File: src/rtl/nn_polar_ssgen_8channel.sv
// Eight-channel polar stochastic stream generator.
// Each channel compares a private 8-bit maximal-length LFSR against a captured
// magnitude to emit one unary-weighted bit per enabled cycle; signs ride along.
// Optional build macro: NN_SSGEN_RELOAD_EN -- reseed every LFSR on each accepted
// START so identical inputs yield identical streams.
module nn_polar_ssgen_8channel #(
  parameter int unsigned N     = 8,
  parameter int unsigned N_LEN = 10,
  parameter logic [7:0]  SEED  = 8'hA8
) (
  input  logic               CLK,
  input  logic               INIT,
  input  logic               EN,
  input  logic               START,
  input  logic [8*N-1:0]     MAG_IN,
  input  logic [7:0]         SIGN_IN,
  input  logic [N_LEN-1:0]   LEN,
  output logic [7:0]         SS_OUT,
  output logic [7:0]         SIGN_OUT,
  output logic               BUSY,
  output logic               DONE
);

  localparam int unsigned NCH = 8;
  localparam int unsigned LW  = 8;
  localparam int unsigned CW  = (N > LW) ? N : LW;

  typedef enum logic [1:0] {S_IDLE, S_RUN, S_DONE} state_t;

  state_t             state;
  state_t             state_nxt;
  logic [8*N-1:0]     mag_q;
  logic [N_LEN-1:0]   len_q;
  logic [N_LEN-1:0]   cnt;
  logic [LW-1:0]      lfsr      [NCH];
  logic [LW-1:0]      lfsr_step [NCH];
  logic [LW-1:0]      lfsr_seed [NCH];
  logic [NCH-1:0]     ss_bits;
  logic [NCH-1:0]     ss_nxt;
  logic [NCH-1:0]     sign_nxt;
  logic               busy_nxt;
  logic               done_nxt;
  logic               accept;
  logic               advance;

  // Per-channel seed, LFSR successor (x^8+x^6+x^5+x^4+1) and comparator bit
  always_comb begin
    for (int i = 0; i < NCH; i++) begin
      lfsr_seed[i] = {SEED[7:3], 3'(i)};
      lfsr_step[i] = {lfsr[i][6:0], lfsr[i][7] ^ lfsr[i][5] ^ lfsr[i][4] ^ lfsr[i][3]};
      ss_bits[i]   = (CW'(lfsr[i]) <= CW'(mag_q[N*i +: N]));
    end
  end

  // State register
  always_ff @(posedge CLK) begin
    if (INIT) state <= S_IDLE;
    else      state <= state_nxt;
  end

  // Next-state logic; an empty burst (LEN=0) leaves RUN immediately
  always_comb begin
    state_nxt = state;
    case (state)
      S_IDLE: if (START) state_nxt = S_RUN;
      S_RUN: begin
        if (len_q == '0)                                state_nxt = S_DONE;
        else if (EN && (cnt == (len_q - N_LEN'(1))))    state_nxt = S_DONE;
      end
      S_DONE:  state_nxt = S_IDLE;
      default: state_nxt = S_IDLE;
    endcase
  end

  // Output/next-register values; SS_OUT holds while stalled and clears outside RUN
  always_comb begin
    accept   = (state == S_IDLE) && START;
    advance  = (state == S_RUN) && EN && (len_q != '0);
    ss_nxt   = '0;
    if (advance)               ss_nxt = ss_bits;
    else if (state == S_RUN)   ss_nxt = SS_OUT;
    sign_nxt = accept ? SIGN_IN : SIGN_OUT;
    busy_nxt = (state_nxt == S_RUN);
    done_nxt = (state_nxt == S_DONE);
  end

  // Datapath: shadow capture, cycle counter, LFSRs and registered outputs
  always_ff @(posedge CLK) begin
    if (INIT) begin
      mag_q    <= '0;
      len_q    <= '0;
      cnt      <= '0;
      SS_OUT   <= '0;
      SIGN_OUT <= '0;
      BUSY     <= 1'b0;
      DONE     <= 1'b0;
      for (int i = 0; i < NCH; i++) lfsr[i] <= lfsr_seed[i];
    end else begin
      if (accept) begin
        mag_q <= MAG_IN;
        len_q <= LEN;
        cnt   <= '0;
      end else if (advance) begin
        cnt <= cnt + N_LEN'(1);
      end
      SS_OUT   <= ss_nxt;
      SIGN_OUT <= sign_nxt;
      BUSY     <= busy_nxt;
      DONE     <= done_nxt;
      for (int i = 0; i < NCH; i++) begin
        if (advance) lfsr[i] <= lfsr_step[i];
`ifdef NN_SSGEN_RELOAD_EN
        else if (accept) lfsr[i] <= lfsr_seed[i];
`endif
      end
    end
  end

endmodule

File: config.mk
export PLATFORM = sky130hd
export DESIGN_NAME = nn_polar_ssgen_8channel
export DESIGN_NICKNAME = d
export VERILOG_FILES = /design/src/rtl/nn_polar_ssgen_8channel.sv
export SDC_FILE = /design/constraint.sdc
export NUM_CORES = 1
export LEC_CHECK = 0
export ABC_AREA = 0
export CORE_MARGIN = 1
export CORE_UTILIZATION = 55
export CTS_CLUSTER_SIZE = 20
export DETAILED_ROUTE_END_ITERATION = 10
export GPL_TIMING_DRIVEN = 1
export PLACE_DENSITY_LB_ADDON = 0.1
export SLEW_MARGIN = 10
export SYNTH_ARGS = -nofsm -noshare
export SYNTH_HDL_FRONTEND = slang
export SYNTH_SLANG_ARGS = --single-unit
File: constraint.sdc
create_clock -name CLK -period 5.5 [get_ports CLK]
set_clock_uncertainty 0.05 [all_clocks]
set_input_delay 1.1 -clock CLK [delete_from_list [all_inputs] [get_ports CLK]]
set_output_delay 1.1 -clock CLK [all_outputs]
set_load 0.1 [all_outputs]
* Word level (Yosys, flattened, before mapping) *
Memory sizes are Yosys's and may differ from the RTL's.
Cells that the tools add are included.

storage, ports and cells
  bits in registers = 104
  memories kept = 1
  logic and storage cells = 83
  output and inout port bits = 18
  memory bits (writable) = 64

memory list
  memory  words  width  rd ports  clocked after Yosys merged registers in  write ports  line  RTL
  lfsr    8      8      8         0                                        8            35    logic [LW-1:0] lfsr [NCH];

cells by class
  reduce and logical (&&, ||, !) cells = 8
  add/subtract/negate cells = 2
  multiplexer cells = 19
  equal/unequal tests = 5
  $lt $le $gt $ge = 8
  bitwise logic cells = 32

operator list
  cell                                                                    count
  8-bit two-way mux                                                       10
  8-bit <= comparator                                                     8
  1-bit bitwise XOR                                                       24
  10-bit by 1-bit adder with 10-bit output (second input constant)        1
  10-bit equality test                                                    1
  10-bit zero test                                                        1
  10-bit nonzero test                                                     1
  10-bit by 1-bit subtractor with 10-bit output (second input constant)   1
  1-bit OR                                                                8
  2-bit two-way mux                                                       3
  1-bit two-way mux                                                       5
  2-bit by 1-bit equality test with 1-bit output (second input constant)  2
  1-bit logical AND                                                       4
  2-bit one-hot mux with 2 select lines                                   1
  2-bit equality test (second input constant)                             1
  2-bit zero test                                                         1
  2-bit != test (second input constant)                                   1
  2-bit OR reduction                                                      1

* Logic depth before layout (Yosys ltp) *
  word-level depth = 7
  gate-level depth with buffers = 8
  gate-level depth less buffers = 8

* Worst setup path before layout *
Ideal clock, no wire load.

  path kind = input to register
  start point = input port EN
  end point = memory lfsr[0][0], enable pin
  buffers on the path = 0
  arrival time = 2.483 ns
  setup time = 0.394 ns
  path slack = 2.573 ns
  stages on the path = 3
  cell sequence = inv_1 > a311oi_4 > or2_2

RTL lines
  what             line  RTL
  start, declared  13    input logic EN,
  end, declared    35

==> results summary <==
The residual overflow from global routing came out at 0. For the worst setup path, the data required time is approximately 5.5 ns. The core region is 14590 µm².

The ratio of total power to cell area came out at 315.3 nW/µm². The share of synthesized area occupied by flip-flops and latches came out at 0.4865. Summed over all instances, the cell type with the most area after synthesis is dfxtp_1. The share of the clock period used by the worst path after layout is 0.5913. The class of the most critical setup path is in2reg. Counting the buffers created by CTS gives 17. The post-detailed-routing wire length is 16.09 mm. The worst-case hold path end point is SIGN_OUT[2]. For this run, global-route usage on met2 was measured as 0.3588. After technology mapping, the gate count stands at between 800 and 900.

The tool flagged a number of max-cap violations equal to 0. Summed over all cells, the static leakage comes to about 3.8 nW. The overall global routing resource usage came out at 0.2187. The largest fanout of any net on the critical path is between 40 and 50. The final-report setup violation count came out at 0. The global-route wire length before repair is approximately 27 mm. The width of the chip is around 120 µm.

The hold violation count in the final report was 0. In this run the vertical extent of the chip is ~120 µm. Entering global routing, the biggest net connects around 100 pins. For this run, global-route usage on met3 was measured as 0.05369.

Walking the worst path, the cells encountered are clkdlybuf4s50_1 > inv_1 > a311oi_4 > or2_2 > buf_4. The startpoint type of the worst setup path is an input port. The violation count after the first detailed-routing iteration came out at ~250. The met1 track utilization from global routing came out at 0.2857. The final critical delay including setup and external delays is 3.252 ns. After synthesis, the most frequently instantiated cells are 194 x nand2_1, 104 x dfxtp_1, 101 x a21oi_1. The average cell area after synthesis came out at 9.279 µm².

The worst-skew pair later-pin latency is between 0.4 and 0.5 ns. Counting instances, the worst hold path has a depth of 2. The share of the synthesized area in the top cell type is 0.2530. Setup repair after global routing left no endpoint under its margin.

In this run the cell area measured after placement is approximately 9400 µm². The final total negative setup slack came out at 0 ns. The arrival time of data at the critical path endpoint came out at 3.26 ns.

The worst hold-check slack came out at 0.4028 ns. In the synthesized netlist the dominant register cell turns out to be dfxtp_1. By area the synthesized netlist is led by dfxtp_1 25%, edfxtp_1 23%, ha_1 10%. The die covers around 15000 µm². The relative slew slack is 0.2630. For this configuration, the core starts out at a cell density of 0.5642. The number of gates resized after CTS came out at 0. In this run the number of H-tree levels came out at 4. The layout has approximately 1200 filler cells. The post-CTS clock slew at the launch and capture registers of the worst setup and hold paths is about 0.07 ns. The most common cell in the synthesized netlist is nand2_1. The buffer cell driving the clock tree root is clkbuf_16. The post-detailed-route wirelength per cell came out at 13.76 µm. Routability-driven placement finished with a final weighted congestion of ~0.8.

The total count of max-transition violations in the final report is 0. The layer with the highest usage is met2. The mapped netlist covers 8230 µm². The fmax is between 300 and 400 MHz. The startpoint identified for the worst hold timing path is SIGN_OUT[2]. The count of inserted antenna diode cells came out at 0.

The count of nets left with antenna violations once routing finished came out at 0. The delay of the slowest critical-path stage came out at roughly 0.56 ns. TritonCTS built the clock tree.

The post-CTS setup buffer count is 0. The worst flop-to-flop path startpoint is len_q[0]. Once detailed placement completed, the half-perimeter wirelength came to roughly 11 mm.

The hold buffer count at CTS came out at 0. The clock tree buffer depth came out at 2. The growth of design area from synthesis to finish is 20.57%. The flop and latch count out of synthesis came out at 168. Detailed routing inserted a total of 6110 vias.

The total iterations of the first detailed-routing run is 4. The critical register-to-register path endpoint is lfsr[1][31]. The slew at the pin closest to its max-slew limit is approximately 1.1 ns. The number of ports placed on the die boundary came out at between 100 and 150. The maximum ir drop on the vdd rail is about 0.23 mV.

The count of buffers from port buffering came out at approximately 100. The layout cell share with drive strength beyond 1 is 0.06294. In this run, synthesis inferred 64 flip-flops with an integrated enable. The worst setup path is captured at a flop.

For this run, the post-layout net count is 1124. The via count of the first global-routing pass is 5840. Dividing the detail-routed via count by the number of cells gives approximately 5.2. For this run, design rule violations remaining after detail routing come to 0.

The total power after layout came out at ~3.1 mW. The tree built by TritonCTS fans out to around 170 sinks. The share of async-settable or async-resettable flops after synthesis is 0. The tightest min-delay check is of the reg2reg type. Across all register-to-register paths, the minimum setup slack is about 2.6 ns.

The cell count of the worst reg-to-reg path is 6. Among all stages on the critical path, the largest delay is contributed by or2_2. The number of core rows is 44. The number of antenna violations at the first check in global routing came out at 0. The flow ran to the end, and the final reports show no timing, DRC or antenna violations. The final instance area came out at 9923 µm². The yosys synthesis warning count is 0. The number of distinct library cell variants in the gate-level netlist after synthesis is 46. When the netlist entered floorplanning its net count stood at approximately 1000.
-- cells in the final DEF, fill, tap and decap left out, types with 2 or more instances in the layout --
cell	synthesis	final
nor3_4	2	3
xor2_1	15	15
buf_4	1	5
o21ai_0	20	20
o32ai_1	2	2
nor3_1	6	6
nand2b_1	20	20
o21a_1	18	18
or2b_1	3	3
and4_1	16	16
nand4_1	2	2
nor2b_1	12	12
nand3_1	7	7
a21o_1	16	16
clkdlybuf4s50_1	0	102
a21oi_1	101	101
ha_1	66	66
clkbuf_16	0	18
inv_1	70	70
inv_4	0	3
and3_1	16	16
clkinv_2	0	5
xnor2_1	27	27
nand2_1	194	193
dfxtp_1	104	104
edfxtp_1	64	64
or2_2	12	12
or3_1	2	2
inv_6	0	2
nor2_1	31	31
clkinv_4	0	4
-- cell families (layout without fill, tap and decap cells) --
group | after synthesis | after routing | share of synthesized area
XOR/XNOR | 42 | 42 | 0.04470
buffers and inverters | 111 | 209 | 0.05123
multiplexers | 2 | 2 | 0.002584
AO/OA/AOI/OAI | 166 | 166 | 0.1192
flip-flops | 168 | 168 | 0.4865
AND/OR/NAND/NOR | 332 | 332 | 0.1955
adder cells (fa/ha/maj) | 66 | 66 | 0.1003
-- worst max-delay path by stage --
stage               start     endpoint  depth (start not counted)
floorplan              EN   lfsr[0][0]                          3
global placement       EN  lfsr[1][17]                          5
detailed placement     EN  lfsr[1][23]                          5
CTS                    EN  lfsr[1][18]                          5
global route           EN  lfsr[1][30]                          5
finish                 EN  lfsr[1][31]                          5
-- cell type report --
class	instances	area, µm²	area share
Clock buffer	18	450.4	0.04539
Multi-Input combinational cell	608	3821	0.3851
Clock inverter	14	96.34	0.009709
Timing Repair Buffer	107	1059	0.1067
Tap cell	184	230.2	0.02320
Inverter	70	262.8	0.02648
Sequential cell	168	4004	0.4035
-- through the flow --
stage | instances | worst slack (ns) | util
2_1_floorplan | 887 | 2.573 | -
3_5_place_dp | 1137 | 1.771 | 0.6427
6_report | 1169 | 2.248 | 0.6802
5_1_grt | 1169 | 2.135 | 0.6802
4_1_cts | 1169 | 2.237 | 0.6802
3_3_place_gp | 1137 | 1.822 | 0.6427
-- worst max-delay path: cells and delay by family --
| family | cells | cell delay, ns |
|---|---|---|
| simple gates | 1 | 0.56 |
| compound gates | 1 | 0.43 |
| buf+inv | 3 | 1.12 |
-- flip-flops by register name, indices dropped and copies added (netlist names), 2 cells and up --
signal,flops
state,2
cnt,10
lfsr,64
mag_q,64
len_q,10
SS_OUT,8
SIGN_OUT,8
-- power breakdown --
group	leakage, nW	switching, mW	internal (mW)
combinational	2.09	0.339	0.236
sequential	1.42	0.0600	1.39
clock	0.280	0.500	0.606
total	3.78	0.898	2.23
-- metal layers --
layer / routed length, µm / part of all wire / vias up
met5: 0 / 0 / -
met4: 167 / 0.010 / 0
met3: 632 / 0.039 / 15
met2: 7453 / 0.46 / 109
met1: 7832 / 0.49 / 2840
li1: - / - / 3146
No activity file was read; power rests on OpenSTA's default activity.
